`src/rtl/key_event_decoder_pkg.sv`:
```
// Shared definitions for the key event decoder: FSM encodings, event payload and
// the repeat-count saturation limit, reusable by any multi-key wrapper.
package key_event_decoder_pkg;

   localparam int unsigned RPT_W = 8;
   localparam logic [RPT_W-1:0] RPT_MAX = 8'd255;

   typedef enum logic [1:0] {
      ST_IDLE  = 2'd0,
      ST_PRESS = 2'd1,
      ST_LONG  = 2'd2
   } key_state_e;

   typedef struct packed {
      logic press;
      logic rel;
      logic short_click;
      logic long_press;
      logic rpt;
   } key_evt_t;

   function automatic logic [RPT_W-1:0] rpt_sat_inc(input logic [RPT_W-1:0] v);
      return (v == RPT_MAX) ? v : v + RPT_W'(1);
   endfunction

endpackage

```
`src/rtl/key_edge_det.sv`:
```
// Falling-edge detector for the active-low key level. The delay register resets to 0
// so a key already held through reset never looks like a fresh press.
module key_edge_det (
   input  logic clk,
   input  logic rst,
   input  logic key_n,
   output logic fall_c
);

   logic key_d_q;
   logic key_d_d;

   always_comb begin
      key_d_d = key_n;
   end

   always_ff @(posedge clk or posedge rst) begin
      if (rst) key_d_q <= 1'b0;
      else     key_d_q <= key_d_d;
   end

   assign fall_c = key_d_q & ~key_n;

endmodule

```
`src/rtl/key_event_decoder.sv`:
```
// Turns the debounced key level into one-clock press/release/click/long/repeat pulses,
// a held flag and a saturating repeat count.
module key_event_decoder
   import key_event_decoder_pkg::*;
#(
   parameter int unsigned LONG_TIME   = 50_000_000,
   parameter int unsigned REPEAT_TIME = 10_000_000,
   parameter bit          REPEAT_EN   = 1'b1,
   parameter int unsigned CNT_W       = 26
) (
   input  logic             clk,
   input  logic             rst,
   input  logic             key_n,
   output logic             press_pulse,
   output logic             release_pulse,
   output logic             short_click,
   output logic             long_press,
   output logic             repeat_pulse,
   output logic             held,
   output logic [RPT_W-1:0] rpt_cnt
);

   localparam logic [CNT_W-1:0] LONG_LAST   = CNT_W'(LONG_TIME - 1);
   localparam logic [CNT_W-1:0] REPEAT_LAST = CNT_W'(REPEAT_TIME - 1);

   logic fall_c;

   key_state_e       state_q, state_d;
   logic [CNT_W-1:0] cnt_q, cnt_d;
   logic [RPT_W-1:0] rpt_cnt_q, rpt_cnt_d;
   key_evt_t         evt_q, evt_d;
   logic             held_q, held_d;

   key_edge_det u_edge (
      .clk    (clk),
      .rst    (rst),
      .key_n  (key_n),
      .fall_c (fall_c)
   );

   // Next state; a release always takes priority over threshold or repeat events.
   always_comb begin
      state_d   = state_q;
      cnt_d     = cnt_q;
      rpt_cnt_d = rpt_cnt_q;
      evt_d     = '0;

      case (state_q)
         ST_IDLE: begin
            if (fall_c) begin
               state_d       = ST_PRESS;
               cnt_d         = '0;
               rpt_cnt_d     = '0;
               evt_d.press   = 1'b1;
            end
         end
         ST_PRESS: begin
            if (key_n) begin
               state_d           = ST_IDLE;
               cnt_d             = '0;
               evt_d.rel         = 1'b1;
               evt_d.short_click = 1'b1;
            end else if (cnt_q == LONG_LAST) begin
               state_d          = ST_LONG;
               cnt_d            = '0;
               evt_d.long_press = 1'b1;
            end else begin
               cnt_d = cnt_q + CNT_W'(1);
            end
         end
         ST_LONG: begin
            if (key_n) begin
               state_d   = ST_IDLE;
               cnt_d     = '0;
               evt_d.rel = 1'b1;
            end else if (cnt_q == REPEAT_LAST) begin
               cnt_d = '0;
               if (REPEAT_EN) begin
                  evt_d.rpt = 1'b1;
                  rpt_cnt_d = rpt_sat_inc(rpt_cnt_q);
               end
            end else begin
               cnt_d = cnt_q + CNT_W'(1);
            end
         end
         default: begin
            state_d = ST_IDLE;
            cnt_d   = '0;
         end
      endcase

      held_d = (state_d != ST_IDLE);
   end

   always_ff @(posedge clk or posedge rst) begin
      if (rst) begin
         state_q   <= ST_IDLE;
         cnt_q     <= '0;
         rpt_cnt_q <= '0;
         evt_q     <= '0;
         held_q    <= 1'b0;
      end else begin
         state_q   <= state_d;
         cnt_q     <= cnt_d;
         rpt_cnt_q <= rpt_cnt_d;
         evt_q     <= evt_d;
         held_q    <= held_d;
      end
   end

   assign press_pulse   = evt_q.press;
   assign release_pulse = evt_q.rel;
   assign short_click   = evt_q.short_click;
   assign long_press    = evt_q.long_press;
   assign repeat_pulse  = evt_q.rpt;
   assign held          = held_q;
   assign rpt_cnt       = rpt_cnt_q;

endmodule

```
`config.mk`:
```
export PLATFORM = sky130hd
export DESIGN_NAME = key_event_decoder
export DESIGN_NICKNAME = d
export VERILOG_FILES = /design/src/rtl/key_event_decoder_pkg.sv /design/src/rtl/key_edge_det.sv /design/src/rtl/key_event_decoder.sv
export SDC_FILE = /design/constraint.sdc
export NUM_CORES = 1
export LEC_CHECK = 0
export ABC_AREA = 0
export BUFFER_PORTS_ARGS = -buffer_cell sky130_fd_sc_hd__buf_2
export CORE_MARGIN = 2
export CORE_UTILIZATION = 50
export CTS_CLUSTER_SIZE = 14
export DETAILED_ROUTE_END_ITERATION = 8
export PLACE_DENSITY = 0.77
export SLEW_MARGIN = 15
export SYNTH_ARGS = -nofsm -noshare
export SYNTH_HDL_FRONTEND = slang
export SYNTH_SLANG_ARGS = --single-unit
```
`constraint.sdc`:
```
create_clock -name clk -period 3.75 [get_ports clk]
set_input_delay 0 -clock clk [delete_from_list [all_inputs] [get_ports clk]]
set_output_delay 0 -clock clk [all_outputs]
set_load 0.03 [all_outputs]
```
; ---- After elaboration in Yosys (flattened, before gate mapping)
; Cells that the tools add are included.
[word_totals]
reg_bits = 43
inputBits = 3
out_inout_bits = 14
[classes]
n_addsub = 2
n_eq_ne = 9
n_mux = 27
bitwise = 2
reduce_logical = 4
[op_table]
columns = operator, count
row1 = 26-bit 2-to-1 mux, 5
row2 = 26-bit case mux with 3 select lines, 1
row3 = 8-bit 2-to-1 mux, 4
row4 = 26-bit by 1-bit adder with 26-bit output (second input constant), 1
row5 = 26-bit by 24-bit equality test with 1-bit output (second input constant), 1
row6 = 26-bit equality test (second input constant), 1
row7 = 8-bit case mux with 2 select lines, 1
row8 = 2-bit 2-to-1 mux, 6
row9 = 8-bit by 1-bit adder with 8-bit output (second input constant), 1
row10 = 8-bit equality test (second input constant), 1
row11 = 1-bit 2-to-1 mux, 8
row12 = 2-bit != test (second input constant), 4
row13 = 2-bit case mux with 3 select lines, 1
row14 = 5-bit AND reduction, 1
row15 = 2-bit nonzero test, 2
row16 = 2-bit by 1-bit equality test with 1-bit output (second input constant), 1
row17 = 2-bit equality test (second input constant), 1
row18 = 2-bit zero test, 1
row19 = 1-bit case mux with 2 select lines, 1
row20 = 1-bit bitwise AND, 1
row21 = 1-bit NOT, 1

; ---- Logic depth before layout (Yosys ltp)
; Gate-level depths: netlist of run 1.
[depth]
word_depth = 5
mapped_depth = 8

; ---- Cells and area by module
; From an unflattened synthesis of run 1, not the netlist that was laid out.
[hier_totals]
cells_unflattened = 292
hier_area_um2 = 2521.2
[by_module_without_submodules]
columns = mod, n_inst, cells_per_inst, area_each_um2, seq_area_each_um2
row1 = key_event_decoder, 1, 289, 2478.6, 1051.0
row2 = key_edge_det, 1, 3, 42.5, 25.0

; ---- Least setup slack after synthesis of run 1
; No wires, ideal clock.
[synth_path]
kind = register to register
startpoint = register cnt_q[13]
endpoint = register cnt_q[5]
setup_time_ns = 0.123
arrival_time_ns = 1.966
slack_ns = 1.662
path_stages_with_launch = 8
path_buffers = 1
period_less_slack_ns = 2.088
cell_sequence = dfrtp_1 > nand2_2 > or4b_4 > o41ai_4 > a21oi_1 > nor2_4 > buf_12 > nor2_4
[synth_via]
elab_chain_cells = 4
[synth_rtl]
columns = item, line
row1 = "start, declared", key_event_decoder.sv:29  ; logic [CNT_W-1:0] cnt_q, cnt_d;
row2 = "start signal, assigned", key_event_decoder.sv:104  ; cnt_q <= cnt_d;
row3 = 26-bit by 24-bit equality test with 1-bit output or 26-bit equality test (tied branches), "key_event_decoder.sv:76, key_event_decoder.sv:63"
row4 = 26-bit 2-to-1 mux (on tied branches), "key_event_decoder.sv:76, key_event_decoder.sv:63"
row5 = 26-bit 2-to-1 mux (on tied branches), "key_event_decoder.sv:72, key_event_decoder.sv:58"
row6 = 26-bit case mux with 3 select lines (*), key_event_decoder.sv:48  ; case (state_q)
; Mark *: on every way between the ends. The rest lies on a longest branch, timed or not.
; A chain may end at the register's enable or synchronous reset.

; ---- Final worst setup path of run 1
[layout_path]
startpoint = register cnt_q[11]
endpoint = register cnt_q[17]
[layout_via]
elab_chain_cells = 4
[layout_rtl]
columns = item, line
row1 = "26-bit by 1-bit adder with 26-bit output, or another cell as far along", "key_event_decoder.sv:68, key_event_decoder.sv:83"
row2 = 26-bit 2-to-1 mux (on tied branches), "key_event_decoder.sv:76, key_event_decoder.sv:63"
row3 = 26-bit 2-to-1 mux (on tied branches), "key_event_decoder.sv:72, key_event_decoder.sv:58"
row4 = 26-bit case mux with 3 select lines (*), key_event_decoder.sv:48
; Marked as above.

==> flow_metrics.py, run 1 <==
metrics = {
    "drt": {
        "dr.first_iter.drc_count": 152,
        "ant_nets": 0,
        "drt_wl_total_um": 5020,
        "via_per_inst": 5.60,
        "via_count": 1955,
        "drc": 0,
        "wl_per_cell_um": 14.4,
        "firstDrtPassIters": 4,
    },
    "place": {
        "io_buffers": 16,
        "preCtsSetupSlack_ns": 1.16,
        "dp_hpwl_um": 3500,
        "place_congestion": 0.851,
    },
    "synthesis": {
        "yosysWarnings": 0,
        "syn_area_um2": 2470,
        "synth_edf_count": 0,
        "synth-seq-area-share_pct": 43.5,
        "async_reset_ff_share_pct": 100,
        "synth_cell_types": 46,
        "syn-num-nets": 268,
        "synthFlopType": "dfrtp_1",
        "syn_avg_cell_area_um2": 9.55,
        "syn_inst": 259,
        "synth_seq_cells": 43,
    },
    "cts": {
        "clk_pin_slew_ns": 0.08,
        "post_cts_buffers": 0,
        "cts-htree-levels": 2,
        "cts_made_buffers": 5,
        "clkLatencyLatePin_ns": 0.30,
        "root_buffer": "clkbuf_8",
        "clockBufferDepth": 2,
        "cts.sinks": 43,
        "cts_tree": "done",
    },
    "setup_path": {
        "worst_r2r_path_depth": 6,
        "crit_type": "reg2reg",
        "crit_required_ns": 3.90,
        "setup.worst_path.start_class": "register",
        "end_kind": "register",
        "timing.rr.end": "cnt_q[17]$_DFFE_PP0P_",
        "critPathSlowestCell": "nor2_4",
        "r2r_setup_slack_ns": 1.13,
        "rr_startpoint": "cnt_q[11]$_DFFE_PP0P_",
        "path_cells": "nor4b_1 -> nand4_1 -> o41ai_4 -> a21oi_1 -> nor2_4 -> nor2_1",
        "worstPathMaxFanout": 18,
        "cp.arrival_ns": 2.77,
        "slowest_delay_ns": 0.64,
    },
    "pwr": {
        "powerDensity_nw_per_um2": 418,
        "clkPwrFrac_pct": 31.3,
        "ir_drop_v": 0.000190,
        "swShare_pct": 33.2,
        "power.internal_mw": 0.769,
        "p_leak_nw": 1.18,
        "p_sw_mw": 0.383,
        "power_frac_seq_pct": 43.8,
        "p_comb_share_pct": 25.0,
    },
    "global_routing": {
        "grt_pass1_vias": 1772,
        "grt_max_degree": 44,
        "gr-total-overflow": 0,
        "grt_pass1_wl_um": 8310,
        "track_usage_pct": 19.5,
        "antenna_found_initial": 0,
    },
    "timing": {
        "final-setup-viol-count": 0,
        "hold_violations": 0,
        "rsz0062_at_grt": "false",
        "relSlewSlack_pct": 37.6,
        "clock_skew_ns": 0.00832,
        "setup_slack_ns": 1.13,
        "fmax_mhz": 382,
        "worstMarginPinSlew_ns": 0.935,
        "period_share_pct": 69.9,
        "min_period_ns": 2.62,
        "finalSetupTns_ns": 0,
        "timing.final.max_slew_violations": 0,
    },
    "floorplan": {
        "rows": 25,
        "io_pins": 17,
        "start_util_pct": 52.0,
        "die_w_um": 74.3,
        "die_area_um2": 5520,
        "die_h_um": 74.3,
        "core_region_area_um2": 4750,
    },
    "finish": {
        "drive_gt1_share_pct": 16.7,
        "nNetsFinal": 290,
        "syn_to_final_growth_pct": 11.3,
        "n_fill_cell": 413,
        "n_antenna_cell": 0,
    },
    "worst_hold_path": {
        "min_path_type": "in2async",
    },
    "job": {
        "maxCapViolCount": 0,
    },
    "run_status": {
        "status": "completed",
    },
}
## layout by cell type, fill, tap and decap left out, drive strengths merged, types with 3 or more instances in the layout
master,n
xor2,11
nor4b,3
inv,9
ha,6
nand3,21
xnor2,5
nand2,17
a31oi,3
o21ai,17
clkbuf,5
and2,4
nand4,12
and3,11
o31ai,5
nor4,3
nor2,39
a22o,3
dfrtp,43
buf,19
nor3,3
a211oi,3
a21oi,11
clkinv,3
## stage by stage
stage / total power, mW / instances / hold slack, ns / cell area (um2) / util (%)
after global placement: 0.794 / 339 / 0.155 / 2620 / 55.1
after CTS: 1.16 / 349 / 0.372 / 2750 / 57.9
after floorplan: 0.743 / 259 / 0.0314 / 2470 / -
after global routing: 1.22 / 349 / 0.434 / 2750 / 57.9
final: 1.15 / 349 / 0.390 / 2750 / 57.9
after detailed placement: 0.798 / 339 / 0.154 / 2620 / 55.1
## state kept, by name, summed over array words and instances, names as in the netlist
name	cells
state_q	2
release_pulse	1
cnt_q	26
held	1
long_press	1
short_click	1
u_edge.key_d_q	1
rpt_cnt	8
press_pulse	1
repeat_pulse	1
## how the worst max path moves through the flow
stage,startpoint,to,slack [ns]
3_5_place_dp,cnt_q[11]$_DFFE_PP0P_,cnt_q[16]$_DFFE_PP0P_,1.16
3_3_place_gp,cnt_q[0]$_DFFE_PP0P_,cnt_q[14]$_DFFE_PP0P_,1.23
2_1_floorplan,cnt_q[13]$_DFFE_PP0P_,cnt_q[5]$_DFFE_PP0P_,1.66
6_report,cnt_q[11]$_DFFE_PP0P_,cnt_q[17]$_DFFE_PP0P_,1.13
5_1_grt,cnt_q[11]$_DFFE_PP0P_,cnt_q[17]$_DFFE_PP0P_,0.88
4_1_cts,cnt_q[11]$_DFFE_PP0P_,cnt_q[17]$_DFFE_PP0P_,1.13
## cells in the mapped netlist (all sizes together) (2+ instances only)
master	instances	area share [%]
nor2b	2	0.51
and2	4	1.0
xor2	11	3.9
a211oi	3	1.1
clkbuf	4	0.61
nor3	3	0.81
dfrtp	43	44
ha	6	3.0
nand3	21	4.3
o21ai	17	3.4
nand4	12	3.0
nor4b	3	1.1
a22o	3	1.1
o31ai	5	1.5
buf	2	1.0
or2	2	0.51
and4b	2	0.81
inv	10	1.5
and3	11	2.8
nor2	39	9.3
a31oi	3	0.76
xnor2	5	1.8
nor4	3	0.76
a21oi	11	2.2
nand2	17	2.7
and4	2	0.71
## worst max-delay path, delay by kind of cell, from the launching register on
| family | cells | cell delay [ns] |
|---|---|---|
| compound gates | 2 | 0.52 |
| flops | 1 | 0.43 |
| simple gates | 4 | 1.51 |
## layer usage
layer  global-route usage, %  share of wire [%]  up-vias
met5                       0                  0        -
met4                    6.55                1.6        0
met3                    4.47                3.5        7
met2                    30.8                 46       36
met1                    26.8                 49      936
li1                        -                  -      976
## what timing repair did
action,CTS,global route
resized for setup,0,0
hold endpoints to repair,47,0
hold buffers,2,0
## power groups by stage
stage          registers (mW)  clock network [mW]  logic [mW]
3_5_place_dp            0.513                   0       0.285
4_1_cts                 0.504               0.372       0.288
3_3_place_gp            0.513                   0       0.281
5_1_grt                 0.508               0.394       0.314
2_1_floorplan           0.543                   0       0.201
6_report                0.504               0.360       0.287
## cell families after synthesis
logic type	share of synthesized area (%)
AO/OA/AOI/OAI	12.6
multiplexers	0.860
flip-flops	43.5
buffers and inverters	3.14
AND/OR/NAND/NOR	31.2
adder cells (fa/ha/maj)	3.04
XOR/XNOR	5.67
## layout make-up
| type | instances | area [um2] | area share, % |
|---|---|---|---|
| Multi-Input combinational cell | 200 | 1320 | 47.9 |
| Inverter | 10 | 37.5 | 1.36 |
| Clock inverter | 3 | 43.8 | 1.59 |
| Sequential cell | 43 | 1080 | 39.1 |
| Clock buffer | 5 | 68.8 | 2.50 |
| Timing Repair Buffer | 21 | 123 | 4.46 |
| Tap cell | 67 | 83.8 | 3.05 |
Note: power is estimated with default switching activity, not from simulation.
==> inputs of run 2 (changes only) <==
ABC_AREA = 1   (was 0)
PLACE_DENSITY = 0.79   (was 0.77)
clock period = 2.2 ns   (was 3.75 ns; I/O delays follow)
==> flow_metrics.py, run 2 <==
metrics = {
    "cts": {
        "clk_pin_slew_ns": 0.08,
        "cts_made_buffers": 5,
        "root_buffer": "clkbuf_8",
        "cts.sinks": 43,
        "post_cts_buffers": 0,
        "clockBufferDepth": 2,
        "cts-htree-levels": 2,
        "cts_tree": "done",
        "clkLatencyLatePin_ns": 0.29,
    },
    "worst_hold_path": {
        "min_path_type": "in2async",
    },
    "setup_path": {
        "crit_end": "rpt_cnt[1]$_DFFE_PP0P_",
        "crit_start": "state_q[0]$_DFF_PP0_",
        "slowest_delay_ns": 0.42,
        "critPathSlowestCell": "dfrtp_1",
        "end_kind": "register",
        "crit_type": "reg2reg",
        "path_cells": "inv_1 -> ha_1 -> inv_1 -> nor2_1 -> nand4_1 -> nand2_2 -> nand2_4 -> nand2_1 -> nand2_1",
        "rr_startpoint": "state_q[0]$_DFF_PP0_",
        "timing.rr.end": "rpt_cnt[1]$_DFFE_PP0P_",
        "crit_required_ns": 2.39,
        "setup.worst_path.start_class": "register",
        "path_buf_inv": 2,
        "cp.arrival_ns": 2.18,
        "crit_cells": 9,
        "cpLargestDelayFamily": "simple AND/OR/NAND/NOR gates",
        "r2r_setup_slack_ns": 0.21,
        "worstPathMaxFanout": 9,
        "worst_r2r_path_depth": 9,
    },
    "global_routing": {
        "grt_pass1_wl_um": 10400,
        "grt_pass1_vias": 2312,
        "gr-total-overflow": 0,
        "track_usage_pct": 21.0,
        "grt_max_degree": 28,
        "antenna_found_initial": 0,
    },
    "finish": {
        "nNetsFinal": 412,
        "n_antenna_cell": 0,
        "drive_gt1_share_pct": 13.4,
        "largest_register_ffs": 26,
        "syn_to_final_growth_pct": 9.26,
        "n_fill_cell": 502,
        "post-route-util_pct": 57.6,
        "final_cells": 474,
        "layout_commonest_cell": "nand2_1",
        "regMostFlops": "cnt_q",
        "final_cell_mix": "nand2_1, nor2_1, inv_1",
    },
    "synthesis": {
        "syn_inst": 380,
        "synth_top_area_share_pct": 39.2,
        "synth_edf_count": 0,
        "synth_cell_types": 29,
        "yosys.area.top_type": "dfrtp_1",
        "synth_commonest_cells": "nand2_1, nor2_1, inv_1",
        "async_reset_ff_share_pct": 100,
        "yosysWarnings": 0,
        "synth_seq_cells": 43,
        "syn-num-nets": 389,
        "synth-seq-area-share_pct": 39.2,
        "synthTopCellsByArea": "dfrtp_1, nand2_1, nor2_1",
        "yosysMostFrequentCell": "nand2_1",
        "syn_area_um2": 2740,
        "synthFlopType": "dfrtp_1",
        "syn_avg_cell_area_um2": 7.22,
    },
    "floorplan": {
        "die_w_um": 78.1,
        "start_util_pct": 52.7,
        "core_region_area_um2": 5200,
        "rows": 26,
        "die_area_um2": 6100,
        "io_pins": 17,
        "die_h_um": 78.1,
    },
    "pwr": {
        "powerDensity_nw_per_um2": 608,
        "total_power_mw": 1.82,
        "p_leak_nw": 1.39,
        "ir_drop_v": 0.000319,
    },
    "drt": {
        "drc": 0,
        "dr.first_iter.drc_count": 186,
        "wl_per_cell_um": 12.3,
        "firstDrtPassIters": 4,
        "via_count": 2448,
        "drt_wl_total_um": 5840,
        "via_per_inst": 5.16,
        "ant_nets": 0,
    },
    "timing": {
        "final-setup-viol-count": 0,
        "fmax_mhz": 502,
        "timing.hold.ws_ns": 0.335,
        "clock_skew_ns": 0.00549,
        "rsz0062_at_grt": "false",
        "relSlewSlack_pct": 37.8,
        "hold_violations": 0,
        "timing.final.max_slew_violations": 0,
        "finalSetupTns_ns": 0,
        "worstMarginPinSlew_ns": 0.927,
        "period_share_pct": 90.6,
        "min_period_ns": 1.99,
    },
    "place": {
        "dp.cells": 464,
        "io_buffers": 16,
        "dp_hpwl_um": 4430,
        "place_congestion": 0.948,
    },
    "job": {
        "maxCapViolCount": 0,
    },
    "run_status": {
        "status": "completed",
    },
}
-- run 2: cell types whose count changed in the layout (fill, tap and decap cells not counted), sizes merged, moves of 8 or more --
cell,previous run,this run
nand3,21,32
nand4,12,4
inv,9,46
and3,11,0
nor2,39,54
nand2,17,118
-- run 2: report_power, final --
group | total, mW | leakage (nW) | switching [mW] | internal, mW
Combinational | 0.502 | 0.752 | 0.375 | 0.126
Clock | 0.480 | 0.0422 | 0.257 | 0.223
Sequential | 0.840 | 0.594 | 0.0173 | 0.823
Total | 1.82 | 1.39 | 0.650 | 1.17
-- run 2: cell type report --
type	count	area, um2	area share (%)
timing repair buffer	22	130	4.34
inverter	48	181	6.05
sequential	43	1080	35.9
clock inverter	1	5.00	0.167
multi-input combinational	283	1440	48.1
clock buffer	7	76.3	2.55
tap	70	87.6	2.92
-- run 2: through the flow --
stage,worst slack [ns],instance area [um2]
3_3_place_gp,0.305,2900
4_1_cts,0.221,3000
2_1_floorplan,0.496,2740
5_1_grt,0.0111,3000
6_report,0.207,3000
3_5_place_dp,0.279,2900
-- run 2: cell families after synthesis --
logic type | synth area share, %
DFF | 39.2
xor gates and xnor gates | 6.38
buffers and inverters | 8.25
AOI/OAI and AO/OA | 7.48
adders and majority gates | 2.74
and+or+nand+nor | 35.9
-- run 2: worst min path at each step --
stage / from / to / slack, ns / cells past startpoint
after global routing: rst / rpt_cnt[0]$_DFFE_PP0P_ / 0.42 / 3
after detailed placement: rst / cnt_q[9]$_DFFE_PP0P_ / 0.13 / 2
after global placement: rst / cnt_q[9]$_DFFE_PP0P_ / 0.13 / 2
final: rst / cnt_q[25]$_DFFE_PP0P_ / 0.33 / 3
after CTS: rst / cnt_q[25]$_DFFE_PP0P_ / 0.36 / 3
after floorplan: key_n / u_edge.key_d_q$_DFF_PP0_ / 0.03 / 0
-- run 2: metal layers --
layer / up-vias / track usage, % / routed length (um)
met5: - / 0 / 0
met4: 0 / 6.49 / 89
met3: 9 / 3.10 / 227
met2: 54 / 35.4 / 2770
met1: 1153 / 28.1 / 2750
li1: 1232 / - / -
-- run 2: repair_timing --
| action | CTS | global route |
|---|---|---|
| setup endpoints to repair | 0 | 0 |
| hold endpoints to repair | 29 | 0 |
| hold buffers | 2 | 0 |
| resized for setup | 0 | 0 |
-- run 2: tightest hold or removal path, stage by stage --
cell and delay, ns:
dlygate4sd3_1 0.52, buf_2 0.12, clkinv_1 0.48
